[config.mk]
export PLATFORM = sky130hd
export DESIGN_NAME = switch_debouncer
export DESIGN_NICKNAME = d
export VERILOG_FILES = /design/src/rtl/switch_debouncer.sv
export SDC_FILE = /design/constraint.sdc
export NUM_CORES = 1
export LEC_CHECK = 0
export BUFFER_PORTS_ARGS = -buffer_cell sky130_fd_sc_hd__buf_2
export CAP_MARGIN = 10
export CORE_AREA = 4 4 114 116
export CTS_BUF_LIST = sky130_fd_sc_hd__clkbuf_16
export DETAILED_ROUTE_END_ITERATION = 12
export DIE_AREA = 0 0 118 120
export SYNTH_ARGS = -nofsm -noshare
export SYNTH_HDL_FRONTEND = slang
export SYNTH_SLANG_ARGS = --single-unit
[constraint.sdc]
create_clock -name clock -period 2.3 [get_ports clock]
set_clock_uncertainty 0.15 [all_clocks]
set_input_delay 0.46 -clock clock [delete_from_list [all_inputs] [get_ports clock]]
set_output_delay 0.46 -clock clock [all_outputs]
set_load 0.005 [all_outputs]
[src/rtl/switch_debouncer.sv]
// Four-channel switch debouncer: two-flop synchronizer per bit, then a per-channel
// saturating counter that must see DEBOUNCE_COUNT consecutive differing samples to accept.
module switch_debouncer #(
    parameter int DEBOUNCE_COUNT = 50000,
    parameter int COUNT_WIDTH    = 16
) (
    input  logic       clock,
    input  logic       reset,
    input  logic [3:0] raw_in,
    output logic [3:0] switches_out,
    output logic [3:0] rise_pulse,
    output logic [3:0] fall_pulse,
    output logic       any_change
);

    localparam logic [COUNT_WIDTH-1:0] CNT_MAX = COUNT_WIDTH'(DEBOUNCE_COUNT - 1);

    logic [3:0]             sync0_q, sync0_d;
    logic [3:0]             sync1_q, sync1_d;
    logic [COUNT_WIDTH-1:0] cnt_q [4];
    logic [COUNT_WIDTH-1:0] cnt_d [4];
    logic [3:0]             state_q, state_d;
    logic [3:0]             rise_q, rise_d;
    logic [3:0]             fall_q, fall_d;
    logic                   any_q, any_d;

    always_comb begin
        sync0_d = raw_in;
        sync1_d = sync0_q;
        state_d = state_q;
        rise_d  = '0;
        fall_d  = '0;
        for (int ch = 0; ch < 4; ch++) begin
            cnt_d[ch] = '0;
            // STABLE vs COUNTING is implied by comparing sync1 against the accepted level.
            if (sync1_q[ch] != state_q[ch]) begin
                if (cnt_q[ch] >= CNT_MAX) begin
                    state_d[ch] = sync1_q[ch];
                    rise_d[ch]  = sync1_q[ch];
                    fall_d[ch]  = ~sync1_q[ch];
                end else begin
                    cnt_d[ch] = cnt_q[ch] + 1'b1;
                end
            end
        end
        any_d = |(rise_d | fall_d);
    end

    always_ff @(posedge clock) begin
        if (reset) begin
            sync0_q <= '0;
            sync1_q <= '0;
            state_q <= '0;
            rise_q  <= '0;
            fall_q  <= '0;
            any_q   <= 1'b0;
            for (int ch = 0; ch < 4; ch++) begin
                cnt_q[ch] <= '0;
            end
        end else begin
            sync0_q <= sync0_d;
            sync1_q <= sync1_d;
            state_q <= state_d;
            rise_q  <= rise_d;
            fall_q  <= fall_d;
            any_q   <= any_d;
            for (int ch = 0; ch < 4; ch++) begin
                cnt_q[ch] <= cnt_d[ch];
            end
        end
    end

    assign switches_out = state_q;
    assign rise_pulse   = rise_q;
    assign fall_pulse   = fall_q;
    assign any_change   = any_q;

endmodule

=== Word level (Yosys, flattened, before mapping) ===
Memory sizes are Yosys's and may differ from the RTL's.
Index checks and enable logic that the tools add are counted.

* $add $sub $neg: 4
* $lt $le $gt $ge: 4
* Multiplexer cells: 31
* Bitwise logic cells: 9
* Reductions and logical operators: 5
* Equal/unequal tests: 4

{| class="wikitable"
|+ Operator list
! operator !! number
|-
| $mux 16 || 12
|-
| $add 16x1->16 const B || 4
|-
| $ge 16x16->1 const B || 4
|-
| $mux 1 || 19
|-
| $reduce_and 2->1 || 4
|-
| $ne 1x1->1 || 4
|-
| $not 1->1 || 4
|-
| $or 1x1->1 || 4
|-
| $or 4x4->4 || 1
|-
| $reduce_or 4->1 || 1
|}

* Memories: 1
* RAM bits: 64
* Bits of input ports: 6
* Register bits: 21
* Output and inout bits: 13

{| class="wikitable"
|+ Memories
! name !! words !! bits a word !! read ports !! clocked after memory_dff !! write ports !! RTL line !! RTL
|-
| cnt_q || 4 || 16 || 4 || 0 || 4 || 20 || <nowiki>logic [COUNT_WIDTH-1:0] cnt_q [4];</nowiki>
|}

=== Logic depth before layout (Yosys ltp) ===
Gate-level depths: netlist of run 1.

* Word-level depth: 5
* Gate-level depth with buffers: 6
* Mapped depth without buffers: 5

=== Worst setup path before layout of run 1 ===
Ideal clock, no wire load.

* Kind: reg2reg
* Start: memory cnt_q[0][0]
* End: memory cnt_q[0][1]
* Arrival: 1489 ps
* Clock period less this slack: 1755 ps
* Setup slack: 545 ps
* Stages on the path, launching flop included: 6
* Buffers on the path: 0
* Cell sequence: dfxtp_1 > ha_1 > nand3_1 > a2111oi_0 > nor2_1 > and3_1

{| class="wikitable"
|+ RTL lines
! item !! RTL line
|-
| from (decl) || 20
|}

==> results of run 1 <==
## power by group through the flow
stage                     clock network [mW]  logic (mW)  registers (mW)
after floorplan                            0      0.0212            1.52
after global placement                     0      0.0335            1.52
after detailed placement                   0      0.0338            1.52
after CTS                               1.30      0.0338            1.49
after global routing                    1.36      0.0387            1.49
final                                   1.26      0.0337            1.49
## state kept, by name (all words and copies together), names as in the netlist
signal        count
any_change        1
switches_out      4
rise_pulse        4
sync1_q           4
fall_pulse        4
cnt_q            64
sync0_q           4
## worst paths after layout
path                from            to  slack (ns)
max          cnt_q[1][0]  cnt_q[1][10]        0.29
min            raw_in[0]    sync0_q[0]        0.19
max reg2reg  cnt_q[1][0]  cnt_q[1][10]        0.29
min reg2reg   sync0_q[0]    sync1_q[0]        0.29
## Yosys cell counts, drive strengths merged
master    n  area share [%]
dfxtp    85              48
nor2     58             6.1
nand3    29             4.4
nand2    23             2.4
xnor2    23             5.7
a21oi    21             3.0
xor2     20             4.9
o21ai    18             2.5
nor3     17             2.4
nand4    16             2.8
nor2b    11             1.9
or3      11             1.9
and3      9             1.6
inv       9            0.95
nand2b    9             1.6
buf       7            0.99
and4      5             1.2
clkbuf    5            0.53
nor4      5            0.88
ha        4             1.4
or4       4            0.95
a2111o    3            0.95
a2111oi   3            0.74
and2      3            0.53
a21o      1            0.21
and4b     1            0.28
nand4b    1            0.25
nor3b     1            0.21
o21ba     1            0.28
o41ai     1            0.25
or4b      1            0.28
## metal layers
metal,vias up,global-route usage [%]
met5,-,0
met4,0,5.348
met3,10,2.875
met2,36,16.06
met1,1288,12.09
li1,1467,-
## area by class of cell
cell class              count  area, um^2
clock buffers               9       225.2
fillers                  1254        7811
flip-flops and latches     85        1702
well taps                 147       183.9
clock inverters             7       35.03
repair buffers             26       150.1
inverters                   9       33.78
multi-input cells         299        1770
## cells by family after synthesis
| logic type | Yosys count | share of synthesized area, % |
|---|---|---|
| and+or+nand+nor | 204 | 29.77 |
| adders and majority gates | 4 | 1.408 |
| DFF | 85 | 47.85 |
| xor gates and xnor gates | 43 | 10.59 |
| buffers and inverters | 21 | 2.463 |
| AOI/OAI and AO/OA | 48 | 7.917 |
## cells in the final DEF, fill, tap and decap left out, types with 2 or more instances in the layout
cell                        netlist  final
sky130_fd_sc_hd__dfxtp_1         85     85
sky130_fd_sc_hd__nor2_1          58     58
sky130_fd_sc_hd__nand3_1         27     27
sky130_fd_sc_hd__nand2_1         23     23
sky130_fd_sc_hd__xnor2_1         23     23
sky130_fd_sc_hd__a21oi_1         21     21
sky130_fd_sc_hd__xor2_1          20     20
sky130_fd_sc_hd__buf_2            7     18
sky130_fd_sc_hd__nor3_1          17     17
sky130_fd_sc_hd__o21ai_0         17     17
sky130_fd_sc_hd__nand4_1         16     16
sky130_fd_sc_hd__nor2b_1         11     11
sky130_fd_sc_hd__or3_1           11     11
sky130_fd_sc_hd__inv_1            9     11
sky130_fd_sc_hd__nand2b_1         9      9
sky130_fd_sc_hd__and3_1           9      9
sky130_fd_sc_hd__clkbuf_16        0      9
sky130_fd_sc_hd__buf_4            0      8
sky130_fd_sc_hd__nor4_1           5      5
sky130_fd_sc_hd__and4_1           5      5
sky130_fd_sc_hd__ha_1             4      4
sky130_fd_sc_hd__or4_1            3      3
sky130_fd_sc_hd__a2111o_1         3      3
sky130_fd_sc_hd__a2111oi_0        3      3
sky130_fd_sc_hd__and2_1           3      3
sky130_fd_sc_hd__clkinv_2         0      3
sky130_fd_sc_hd__nand3_2          2      2
## worst max-delay path: stages, from the launching register on
cell and delay (ns):
sky130_fd_sc_hd__dfxtp_1 0.37, sky130_fd_sc_hd__ha_1 0.23, sky130_fd_sc_hd__nand3_1 0.16, sky130_fd_sc_hd__a2111o_1 0.41, sky130_fd_sc_hd__nand3_1 0.31, sky130_fd_sc_hd__buf_4 0.22, sky130_fd_sc_hd__nor2_1 0.05
## stage by stage
stage / total power [mW] / hold slack (ns)
after floorplan: 1.538 / 0.2632
after global placement: 1.551 / 0.2744
after detailed placement: 1.552 / 0.2786
after CTS: 2.819 / 0.1761
after global routing: 2.886 / 0.1971
final: 2.780 / 0.1863
==> out/qor.json, run 1 <==
{
  "routed-wl-met3": {"value": 273, "unit": "um"},
  "cp_max_fo": {"value": 9},
  "maxCapViolCount": {"value": 0},
  "first_iter_violations": {"value": 93},
  "part_of_the_total_power_dissipated_in_combinational_logic": {"value": 1.2, "unit": "%"},
  "cts-hold-fix-buffers": {"value": 0},
  "max_slew_margin": {"value": 55.23, "unit": "%"},
  "place.detailed.hpwl": {"value": 4897, "unit": "um"},
  "drt_met1_wl": {"value": 3318, "unit": "um"},
  "groute.usage.overall": {"value": 9.988, "unit": "%"},
  "clock_path_buffers": {"value": 2},
  "status": {"value": "complete, no violations"},
  "cts_resized": {"value": 0},
  "final_core_utilization": {"value": 34.42, "unit": "%"},
  "post_layout_nonfiller_instances": {"value": 582},
  "clock_power_share": {"value": 45.3, "unit": "%"},
  "report.final.slew_viol_count": {"value": 0},
  "grt_setup_unrepaired": {"value": "false"},
  "pre_cts_slack": {"value": 0.1747, "unit": "ns"},
  "p_seq_share": {"value": 53.4, "unit": "%"},
  "switchingPower": {"value": 0.5712, "unit": "mW"},
  "mappedNetlistArea": {"value": 0.003556, "unit": "mm^2"},
  "initial_core_util": {"value": 29.85, "unit": "%"},
  "power.switching_fraction": {"value": 20.55, "unit": "%"},
  "cts.sinks": {"value": 85},
  "io_buffer_count": {"value": 18},
  "final_setup_violation_count": {"value": 0},
  "post_synthesis_average_cell_area": {"value": 8.780, "unit": "um^2"},
  "finalWorstPathRequiredPeriod": {"value": 2.011, "unit": "ns"},
  "leakagePower": {"value": 1.321, "unit": "nW"},
  "power_density": {"value": 678.0, "unit": "mW/mm^2"},
  "route.detailed.drc": {"value": 0},
  "routabilityCongestion": {"value": 0.7789},
  "final_min_period_over_clock_period": {"value": 87.44, "unit": "%"},
  "syn_to_final_growth": {"value": 15.31, "unit": "%"},
  "ys_seq_elements": {"value": 85},
  "arrival": {"value": 2.08, "unit": "ns"},
  "finalInstanceArea": {"value": 0.004100, "unit": "mm^2"},
  "grt_max_degree": {"value": 16},
  "syn-num-nets": {"value": 415},
  "routed-wl-met2": {"value": 3000, "unit": "um"},
  "drive_above_1_share": {"value": 10.11, "unit": "%"},
  "timing_worst_setup_path_type": {"value": "reg -> reg"},
  "detailedRoute.firstPassIterationCount": {"value": 4},
  "route.vias.total": {"value": 2801},
  "cts_root_buffer": {"value": "sky130_fd_sc_hd__clkbuf_16"},
  "num_io_pins": {"value": 19},
  "max_slew.worst_pin.slew": {"value": 0.6546, "unit": "ns"},
  "post_cts_buffers": {"value": 0},
  "post-place-cells": {"value": 566},
  "global_route.overflow_total": {"value": 0},
  "number_of_antenna_violations_at_the_first_check_in_global_routing": {"value": 0},
  "tritoncts": {"value": "yes"},
  "fmax": {"value": 0.4972, "unit": "GHz"},
  "routed_wire_length_per_instance": {"value": 11.51, "unit": "um"},
  "clock_insertion_delay_worst_skew": {"value": 0.33, "unit": "ns"},
  "totalNegativeSetupSlack": {"value": 0, "unit": "ns"},
  "placementRows": {"value": 40},
  "cp_capture_type": {"value": "register"},
  "antenna_violating_nets_post_route": {"value": 0},
  "design.die.area": {"value": 0.01416, "unit": "mm^2"},
  "grt_pass1_wl": {"value": 11620, "unit": "um"},
  "die_h": {"value": 120, "unit": "um"},
  "placeableCoreArea": {"value": 0.01191, "unit": "mm^2"},
  "yosys_warnings": {"value": 0},
  "cts_htree_levels": {"value": 3},
  "antenna_cells_inserted": {"value": 0},
  "vias_in_the_first_global_route": {"value": 2691},
  "power.ir.vdd_worst": {"value": 0.2900, "unit": "mV"},
  "vias_per_cell": {"value": 4.813},
  "total_count_of_hold_check_failures_in_the_final_report": {"value": 0},
  "highest_layer": {"value": "met4"},
  "power_report.internal_total": {"value": 2.209, "unit": "mW"},
  "worstPathRequired": {"value": 2.37, "unit": "ns"},
  "chipWidth": {"value": 118, "unit": "um"},
  "critical_path.startpoint_type": {"value": "register"},
  "wirelength": {"value": 6696, "unit": "um"},
  "worstRegToRegCells": {"value": 6},
  "synth_seq_area_share": {"value": 47.85, "unit": "%"},
  "placement.cell_area": {"value": 0.003836, "unit": "mm^2"},
  "netlist_instances": {"value": 405},
  "timing.final.ws_setup": {"value": 0.2889, "unit": "ns"},
  "hold_depth": {"value": 2},
  "clkSlewWorstSetupHoldPaths": {"value": 0.06, "unit": "ns"},
  "clock_buffer_count_from_cts": {"value": 9},
  "hold_path_class": {"value": "in -> reg"},
  "fin_nets": {"value": 440},
  "synthDistinctLibCells": {"value": 34}
}
(Power assumes the default switching activity.)
==> inputs of run 2 (changes only) <==
BUFFER_PORTS_ARGS = default   (was -buffer_cell sky130_fd_sc_hd__buf_2)
DONT_BUFFER_PORTS = 1   (was default)
clock period = 2.2 ns   (was 2.3 ns; I/O delays follow)
==> out/qor.json, run 2 (synthesis gave the netlist of run 1 again) <==
{
  "drive_above_1_share": {"value": 7.126, "unit": "%", "change": "was 10.11%"},
  "io_buffer_count": {"value": 0, "change": "was 18"},
  "clock_insertion_delay_worst_skew": {"value": 0.33, "unit": "ns", "change": "about the same"},
  "power.switching_fraction": {"value": 20.74, "unit": "%", "change": "was 20.55%"},
  "total_count_of_hold_check_failures_in_the_final_report": {"value": 0, "change": "unchanged"},
  "routabilityCongestion": {"value": 0.7896, "change": "was 0.7789"},
  "vias_in_the_first_global_route": {"value": 2756, "change": "was 2691"},
  "clkSlewWorstSetupHoldPaths": {"value": 0.06, "unit": "ns", "change": "about the same"},
  "global_route.overflow_total": {"value": 0, "change": "unchanged"},
  "routed_wire_length_per_instance": {"value": 12.26, "unit": "um", "change": "was 11.51 um"},
  "top_register": {"value": "cnt_q", "change": "unchanged"},
  "top_usage_layer": {"value": "met2", "change": "unchanged"},
  "cp_capture_type": {"value": "register", "change": "unchanged"},
  "max_slew.worst_pin.slew": {"value": 0.5980, "unit": "ns", "change": "was 0.6546 ns"},
  "grt_max_degree": {"value": 25, "change": "was 16"},
  "report.final.slew_viol_count": {"value": 0, "change": "unchanged"},
  "layout.filler_cells": {"value": 1251, "change": "was 1254"},
  "vias_per_cell": {"value": 4.808, "change": "was 4.813"},
  "antenna_violating_nets_post_route": {"value": 0, "change": "unchanged"},
  "die_h": {"value": 120, "unit": "um", "change": "unchanged"},
  "layout_commonest_cell": {"value": "sky130_fd_sc_hd__dfxtp_1", "change": "unchanged"},
  "largest_register_ffs": {"value": 64, "change": "unchanged"},
  "final-seq-area": {"value": 0.001702, "unit": "mm^2", "change": "unchanged"},
  "placementRows": {"value": 40, "change": "unchanged"},
  "grt_pass1_wl": {"value": 12410, "unit": "um", "change": "was 11620 um"},
  "power_report.internal_total": {"value": 2.316, "unit": "mW", "change": "was 2.209 mW"},
  "fin_nets": {"value": 426, "change": "was 440"},
  "placeableCoreArea": {"value": 0.01191, "unit": "mm^2", "change": "unchanged"},
  "chipWidth": {"value": 118, "unit": "um", "change": "unchanged"},
  "groute.usage.overall": {"value": 10.61, "unit": "%", "change": "was 9.988%"},
  "rrSetupSlack": {"value": 0.22, "unit": "ns", "change": "was 0.29 ns"},
  "num_io_pins": {"value": 19, "change": "unchanged"},
  "finalWorstPathRequiredPeriod": {"value": 1.982, "unit": "ns", "change": "was 2.011 ns"},
  "fmax": {"value": 0.5045, "unit": "GHz", "change": "was 0.4972 GHz"},
  "place.detailed.hpwl": {"value": 5187, "unit": "um", "change": "was 4897 um"},
  "worstPathRequired": {"value": 2.28, "unit": "ns", "change": "was 2.37 ns"},
  "layout.cells.most_common_list": {"value": "85 x sky130_fd_sc_hd__dfxtp_1, 58 x sky130_fd_sc_hd__nor2_1, 27 x sky130_fd_sc_hd__nand3_1", "change": "unchanged"},
  "cts_root_buffer": {"value": "sky130_fd_sc_hd__clkbuf_16", "change": "unchanged"},
  "antenna_cells_inserted": {"value": 0, "change": "unchanged"},
  "cts_resized": {"value": 0, "change": "unchanged"},
  "power_density": {"value": 721.2, "unit": "mW/mm^2", "change": "was 678.0 mW/mm^2"},
  "initial_core_util": {"value": 29.85, "unit": "%", "change": "unchanged"},
  "arrival": {"value": 2.06, "unit": "ns", "change": "was 2.08 ns"},
  "clock_path_buffers": {"value": 2, "change": "unchanged"},
  "first_iter_violations": {"value": 185, "change": "was 93"},
  "post-place-cells": {"value": 552, "change": "was 566"},
  "syn_to_final_growth": {"value": 13.93, "unit": "%", "change": "was 15.31%"},
  "power.ir.vdd_worst": {"value": 0.3322, "unit": "mV", "change": "was 0.2900 mV"},
  "switchingPower": {"value": 0.6060, "unit": "mW", "change": "was 0.5712 mW"},
  "clock_power_share": {"value": 46.0, "unit": "%", "change": "was 45.3%"},
  "final_setup_violation_count": {"value": 0, "change": "unchanged"},
  "critical_path.startpoint_type": {"value": "register", "change": "unchanged"},
  "design.die.area": {"value": 0.01416, "unit": "mm^2", "change": "unchanged"},
  "groute.layer.met1.usage": {"value": 12.92, "unit": "%", "change": "was 12.09%"},
  "max_slew_margin": {"value": 59.77, "unit": "%", "change": "was 55.23%"},
  "cts-hold-fix-buffers": {"value": 0, "change": "unchanged"},
  "route.detailed.drc": {"value": 0, "change": "unchanged"},
  "route.vias.total": {"value": 2731, "change": "was 2801"},
  "part_of_the_total_power_dissipated_in_combinational_logic": {"value": 0.8, "unit": "%", "change": "was 1.2%"},
  "leakagePower": {"value": 1.243, "unit": "nW", "change": "was 1.321 nW"},
  "grt_setup_unrepaired": {"value": "false", "change": "unchanged"},
  "grt.met2_usage": {"value": 16.46, "unit": "%", "change": "was 16.06%"},
  "cp_max_fo": {"value": 9, "change": "unchanged"},
  "maxCapViolCount": {"value": 0, "change": "unchanged"},
  "multi_input_area": {"value": 0.001772, "unit": "mm^2", "change": "was 0.001770 mm^2"},
  "post_cts_buffers": {"value": 0, "change": "unchanged"},
  "post_layout_nonfiller_instances": {"value": 568, "change": "was 582"},
  "hold_path_class": {"value": "in -> reg", "change": "unchanged"},
  "wirelength": {"value": 6961, "unit": "um", "change": "was 6696 um"},
  "totalNegativeSetupSlack": {"value": 0, "unit": "ns", "change": "unchanged"},
  "number_of_antenna_violations_at_the_first_check_in_global_routing": {"value": 0, "change": "unchanged"},
  "final_min_period_over_clock_period": {"value": 90.09, "unit": "%", "change": "was 87.44%"},
  "grtUsageMet3": {"value": 3.959, "unit": "%", "change": "was 2.875%"},
  "cts_htree_levels": {"value": 3, "change": "unchanged"},
  "tritoncts": {"value": "yes", "change": "unchanged"},
  "p_seq_share": {"value": 53.2, "unit": "%", "change": "was 53.4%"},
  "status": {"value": "complete, no violations", "change": "unchanged"},
  "detailedRoute.firstPassIterationCount": {"value": 4, "change": "unchanged"},
  "timing_worst_setup_path_type": {"value": "reg -> reg", "change": "unchanged"},
  "cts.sinks": {"value": 85, "change": "unchanged"},
  "clock_buffer_count_from_cts": {"value": 9, "change": "unchanged"}
}
[run 2: metrics by stage]
stage / hold WS, ns / total power [mW] / setup WS, ns / cell area [um^2] / utilization (%)
floorplan: 0.2632 / 1.608 / 0.4454 / 3556 / -
global placement: 0.2719 / 1.611 / 0.1458 / 3776 / 31.70
detailed placement: 0.2824 / 1.612 / 0.06894 / 3776 / 31.70
CTS: 0.005155 / 2.979 / 0.04567 / 4046 / 33.97
global route: 0.0003571 / 3.056 / 0.08366 / 4051 / 34.01
finish: 0.01933 / 2.922 / 0.2179 / 4051 / 34.01
[run 2: area by class of cell]
| type | instances | share of cell area, % |
|---|---|---|
| clock buffer | 9 | 5.559 |
| clock inverter | 7 | 1.112 |
| multi-input combinational | 299 | 43.73 |
| sequential | 85 | 42.00 |
| inverter | 9 | 0.8338 |
| timing repair buffer | 12 | 2.224 |
| tap | 147 | 4.540 |
[run 2: metal layers]
metal | part of all wire [%] | up-vias
met2 | 44 | 42
met3 | 5.6 | 13
li1 | - | 1433
met4 | 2.3 | 0
met5 | 0 | -
met1 | 48 | 1243
[run 2: power groups by stage]
stage / Clock (mW) / Combinational [mW] / Sequential, mW
after floorplan: 0 / 0.0222 / 1.59
after global placement: 0 / 0.0240 / 1.59
after detailed placement: 0 / 0.0243 / 1.59
after CTS: 1.40 / 0.0243 / 1.55
after global routing: 1.48 / 0.0279 / 1.55
final: 1.34 / 0.0241 / 1.55
[run 2: worst paths after layout]
kind,startpoint,end,cells after the start
max reg2reg,cnt_q[3][0],cnt_q[3][4],6
min reg2reg,sync0_q[0],sync1_q[0],1
min,reset,switches_out[2],1
max,cnt_q[3][0],cnt_q[3][4],6
[run 2: critical path: stages, from the launching register on]
cell and delay (ns):
sky130_fd_sc_hd__dfxtp_1 0.36, sky130_fd_sc_hd__ha_1 0.20, sky130_fd_sc_hd__nand3_1 0.19, sky130_fd_sc_hd__a2111o_1 0.44, sky130_fd_sc_hd__nand3_1 0.26, sky130_fd_sc_hd__buf_4 0.23
sky130_fd_sc_hd__nor2_1 0.06
==> inputs of run 3 (changes only) <==
clock period = 1.7 ns   (was 2.2 ns; I/O delays follow)
==> out/qor.json, run 3 (synthesis gave the netlist of run 1 again) <==
{
  "design.die.area": {"value": 0.01416, "unit": "mm^2", "change": "unchanged"},
  "clock_path_buffers": {"value": 2, "change": "unchanged"},
  "route.detailed.drc": {"value": 0, "change": "unchanged"},
  "finalInstanceArea": {"value": 0.004751, "unit": "mm^2", "change": "was 0.004051 mm^2"},
  "r2r_end": {"value": "cnt_q[0][13]", "change": "was cnt_q[3][4]"},
  "routabilityCongestion": {"value": 0.7788, "change": "was 0.7896"},
  "final_setup_violation_count": {"value": 0, "change": "unchanged"},
  "number_of_antenna_violations_at_the_first_check_in_global_routing": {"value": 0, "change": "unchanged"},
  "antenna_violating_nets_post_route": {"value": 0, "change": "unchanged"},
  "timing_worst_setup_path_type": {"value": "reg -> reg", "change": "unchanged"},
  "antenna_cells_inserted": {"value": 0, "change": "unchanged"},
  "cts_htree_levels": {"value": 3, "change": "unchanged"},
  "layout.cells.most_common_list": {"value": "72 x sky130_fd_sc_hd__dfxtp_1, 54 x sky130_fd_sc_hd__nor2_1, 52 x sky130_fd_sc_hd__buf_4", "change": "was 85 x sky130_fd_sc_hd__dfxtp_1, 58 x sky130_fd_sc_hd__nor2_1, 27 x sky130_fd_sc_hd__nand3_1"},
  "clock_buffer_count_from_cts": {"value": 9, "change": "unchanged"},
  "hold_depth": {"value": 1, "change": "unchanged"},
  "highest_layer": {"value": "met4", "change": "unchanged"},
  "initial_core_util": {"value": 29.85, "unit": "%", "change": "unchanged"},
  "tritoncts": {"value": "yes", "change": "unchanged"},
  "report.final.slew_viol_count": {"value": 0, "change": "unchanged"},
  "worstRegToRegCells": {"value": 4, "change": "was 6"},
  "final_min_period_over_clock_period": {"value": 97.22, "unit": "%", "change": "was 90.09%"},
  "finalWorstPathRequiredPeriod": {"value": 1.653, "unit": "ns", "change": "was 1.982 ns"},
  "worstPathRequired": {"value": 1.81, "unit": "ns", "change": "was 2.28 ns"},
  "die_h": {"value": 120, "unit": "um", "change": "unchanged"},
  "rr_startpoint": {"value": "cnt_q[0][4]", "change": "was cnt_q[3][0]"},
  "grt_max_degree": {"value": 21, "change": "was 25"},
  "num_io_pins": {"value": 19, "change": "unchanged"},
  "drt_met1_wl": {"value": 3634, "unit": "um", "change": "was 3321 um"},
  "io_buffer_count": {"value": 0, "change": "unchanged"},
  "fmax": {"value": 0.6051, "unit": "GHz", "change": "was 0.5045 GHz"},
  "final_core_utilization": {"value": 39.88, "unit": "%", "change": "was 34.01%"},
  "groute.usage.overall": {"value": 10.67, "unit": "%", "change": "was 10.61%"},
  "totalNegativeSetupSlack": {"value": 0, "unit": "ns", "change": "unchanged"},
  "placement.cell_area": {"value": 0.004101, "unit": "mm^2", "change": "was 0.003776 mm^2"},
  "status": {"value": "complete, no violations", "change": "unchanged"},
  "grt_pass1_wl": {"value": 12530, "unit": "um", "change": "was 12410 um"},
  "vias_per_cell": {"value": 4.739, "change": "was 4.808"},
  "critical_path.startpoint_type": {"value": "register", "change": "unchanged"},
  "post-layout-total-power": {"value": 4.070, "unit": "mW", "change": "was 2.922 mW"},
  "cp_capture_type": {"value": "register", "change": "unchanged"},
  "holdCritStartpoint": {"value": "raw_in[2]", "change": "was reset"},
  "routed-wl-met2": {"value": 3481, "unit": "um", "change": "was 3090 um"},
  "cts_root_buffer": {"value": "sky130_fd_sc_hd__clkbuf_16", "change": "unchanged"},
  "power.ir.vdd_worst": {"value": 0.4800, "unit": "mV", "change": "was 0.3322 mV"},
  "total_count_of_hold_check_failures_in_the_final_report": {"value": 0, "change": "unchanged"},
  "max_slew.worst_pin.slew": {"value": 0.7305, "unit": "ns", "change": "was 0.5980 ns"},
  "routed-wl-met3": {"value": 277, "unit": "um", "change": "was 389 um"},
  "cts.sinks": {"value": 85, "change": "unchanged"},
  "min_to": {"value": "sync0_q[2]", "change": "was switches_out[2]"},
  "global_route.overflow_total": {"value": 0, "change": "unchanged"},
  "max_slew_margin": {"value": 51.14, "unit": "%", "change": "was 59.77%"},
  "first_iter_violations": {"value": 108, "change": "was 185"},
  "largest_register_ffs": {"value": 64, "change": "unchanged"},
  "arrival": {"value": 1.76, "unit": "ns", "change": "was 2.06 ns"},
  "wirelength": {"value": 7508, "unit": "um", "change": "was 6961 um"},
  "hold_slack": {"value": 0.03155, "unit": "ns", "change": "was 0.01933 ns"},
  "drive_above_1_share": {"value": 26.87, "unit": "%", "change": "was 7.126%"},
  "cp_max_fo": {"value": 4, "change": "was 9"},
  "routed_wire_length_per_instance": {"value": 12.19, "unit": "um", "change": "was 12.26 um"},
  "fin_nets": {"value": 474, "change": "was 426"},
  "top_register": {"value": "cnt_q", "change": "unchanged"},
  "chipWidth": {"value": 118, "unit": "um", "change": "unchanged"},
  "vias_in_the_first_global_route": {"value": 2783, "change": "was 2756"},
  "syn_to_final_growth": {"value": 33.60, "unit": "%", "change": "was 13.93%"},
  "clock_insertion_delay_worst_skew": {"value": 0.33, "unit": "ns", "change": "about the same"},
  "placementRows": {"value": 40, "change": "unchanged"},
  "rrSetupSlack": {"value": 0.05, "unit": "ns", "change": "was 0.22 ns"},
  "placeableCoreArea": {"value": 0.01191, "unit": "mm^2", "change": "unchanged"},
  "route.vias.total": {"value": 2919, "change": "was 2731"},
  "place.detailed.hpwl": {"value": 5193, "unit": "um", "change": "was 5187 um"},
  "layout_commonest_cell": {"value": "sky130_fd_sc_hd__dfxtp_1", "change": "unchanged"},
  "hold_path_class": {"value": "in -> reg", "change": "unchanged"},
  "maxCapViolCount": {"value": 0, "change": "unchanged"},
  "leakagePower": {"value": 1.530, "unit": "nW", "change": "was 1.243 nW"},
  "power_density": {"value": 856.7, "unit": "mW/mm^2", "change": "was 721.2 mW/mm^2"},
  "detailedRoute.firstPassIterationCount": {"value": 4, "change": "unchanged"},
  "clkSlewWorstSetupHoldPaths": {"value": 0.06, "unit": "ns", "change": "about the same"}
}
-- run 3: what timing repair did --
item | in CTS | in global routing
hold endpoints to repair | 20 | 0
gates resized for setup | 18 | 48
cloned | 0 | 1
pin swaps | 7 | 15
setup buffers | 3 | 2
endpoints found under the setup margin | 40 | 73
hold buffers | 3 | 0
-- run 3: worst max-delay path by stage --
stage / start / end / slack, ns / cells past startpoint
2_1_floorplan: cnt_q[0][7] / cnt_q[0][13] / 0.01 / 4
3_3_place_gp: cnt_q[1][1] / fall_pulse[1] / -0.05 / 6
3_5_place_dp: cnt_q[1][1] / fall_pulse[1] / -0.07 / 6
4_1_cts: cnt_q[1][1] / cnt_q[1][2] / -0.002 / 6
5_1_grt: cnt_q[0][0] / cnt_q[0][1] / -0.02 / 6
6_report: cnt_q[0][4] / cnt_q[0][13] / 0.05 / 4
-- run 3: area by class of cell --
type	instances	area [um^2]
Fill cell	1151	7161
Multi-Input combinational cell	299	2018
Sequential cell	85	1723
Timing Repair Buffer	60	485.5
Clock buffer	9	225.2
Tap cell	147	183.9
Clock inverter	7	81.33
Inverter	9	33.78
-- run 3: stage by stage --
step	setup slack [ns]	std cells
6_report	0.04731	616
5_1_grt	-0.01705	616
4_1_cts	-0.001572	613
3_5_place_dp	-0.07313	591
3_3_place_gp	-0.05083	591
2_1_floorplan	0.009641	405
-- run 3: power by group --
| group | switching [mW] | internal [mW] | leakage [nW] |
|---|---|---|---|
| clock | 0.743 | 1.27 | 0.155 |
| sequential | 0.00611 | 2.00 | 0.693 |
| combinational | 0.0296 | 0.0244 | 0.681 |
-- run 3: per-layer routing --
| layer | vias up | global-route usage [%] |
|---|---|---|
| met5 | - | 0 |
| met3 | 8 | 2.780 |
| met4 | 0 | 4.176 |
| met1 | 1341 | 14.05 |
| li1 | 1530 | - |
| met2 | 40 | 16.74 |
-- run 3: critical path: stages (launching register included) --
cell	delay, ns
sky130_fd_sc_hd__dfxtp_2	0.33
sky130_fd_sc_hd__nand3_2	0.10
sky130_fd_sc_hd__or4_4	0.56
sky130_fd_sc_hd__or3_1	0.32
sky130_fd_sc_hd__a21oi_1	0.12
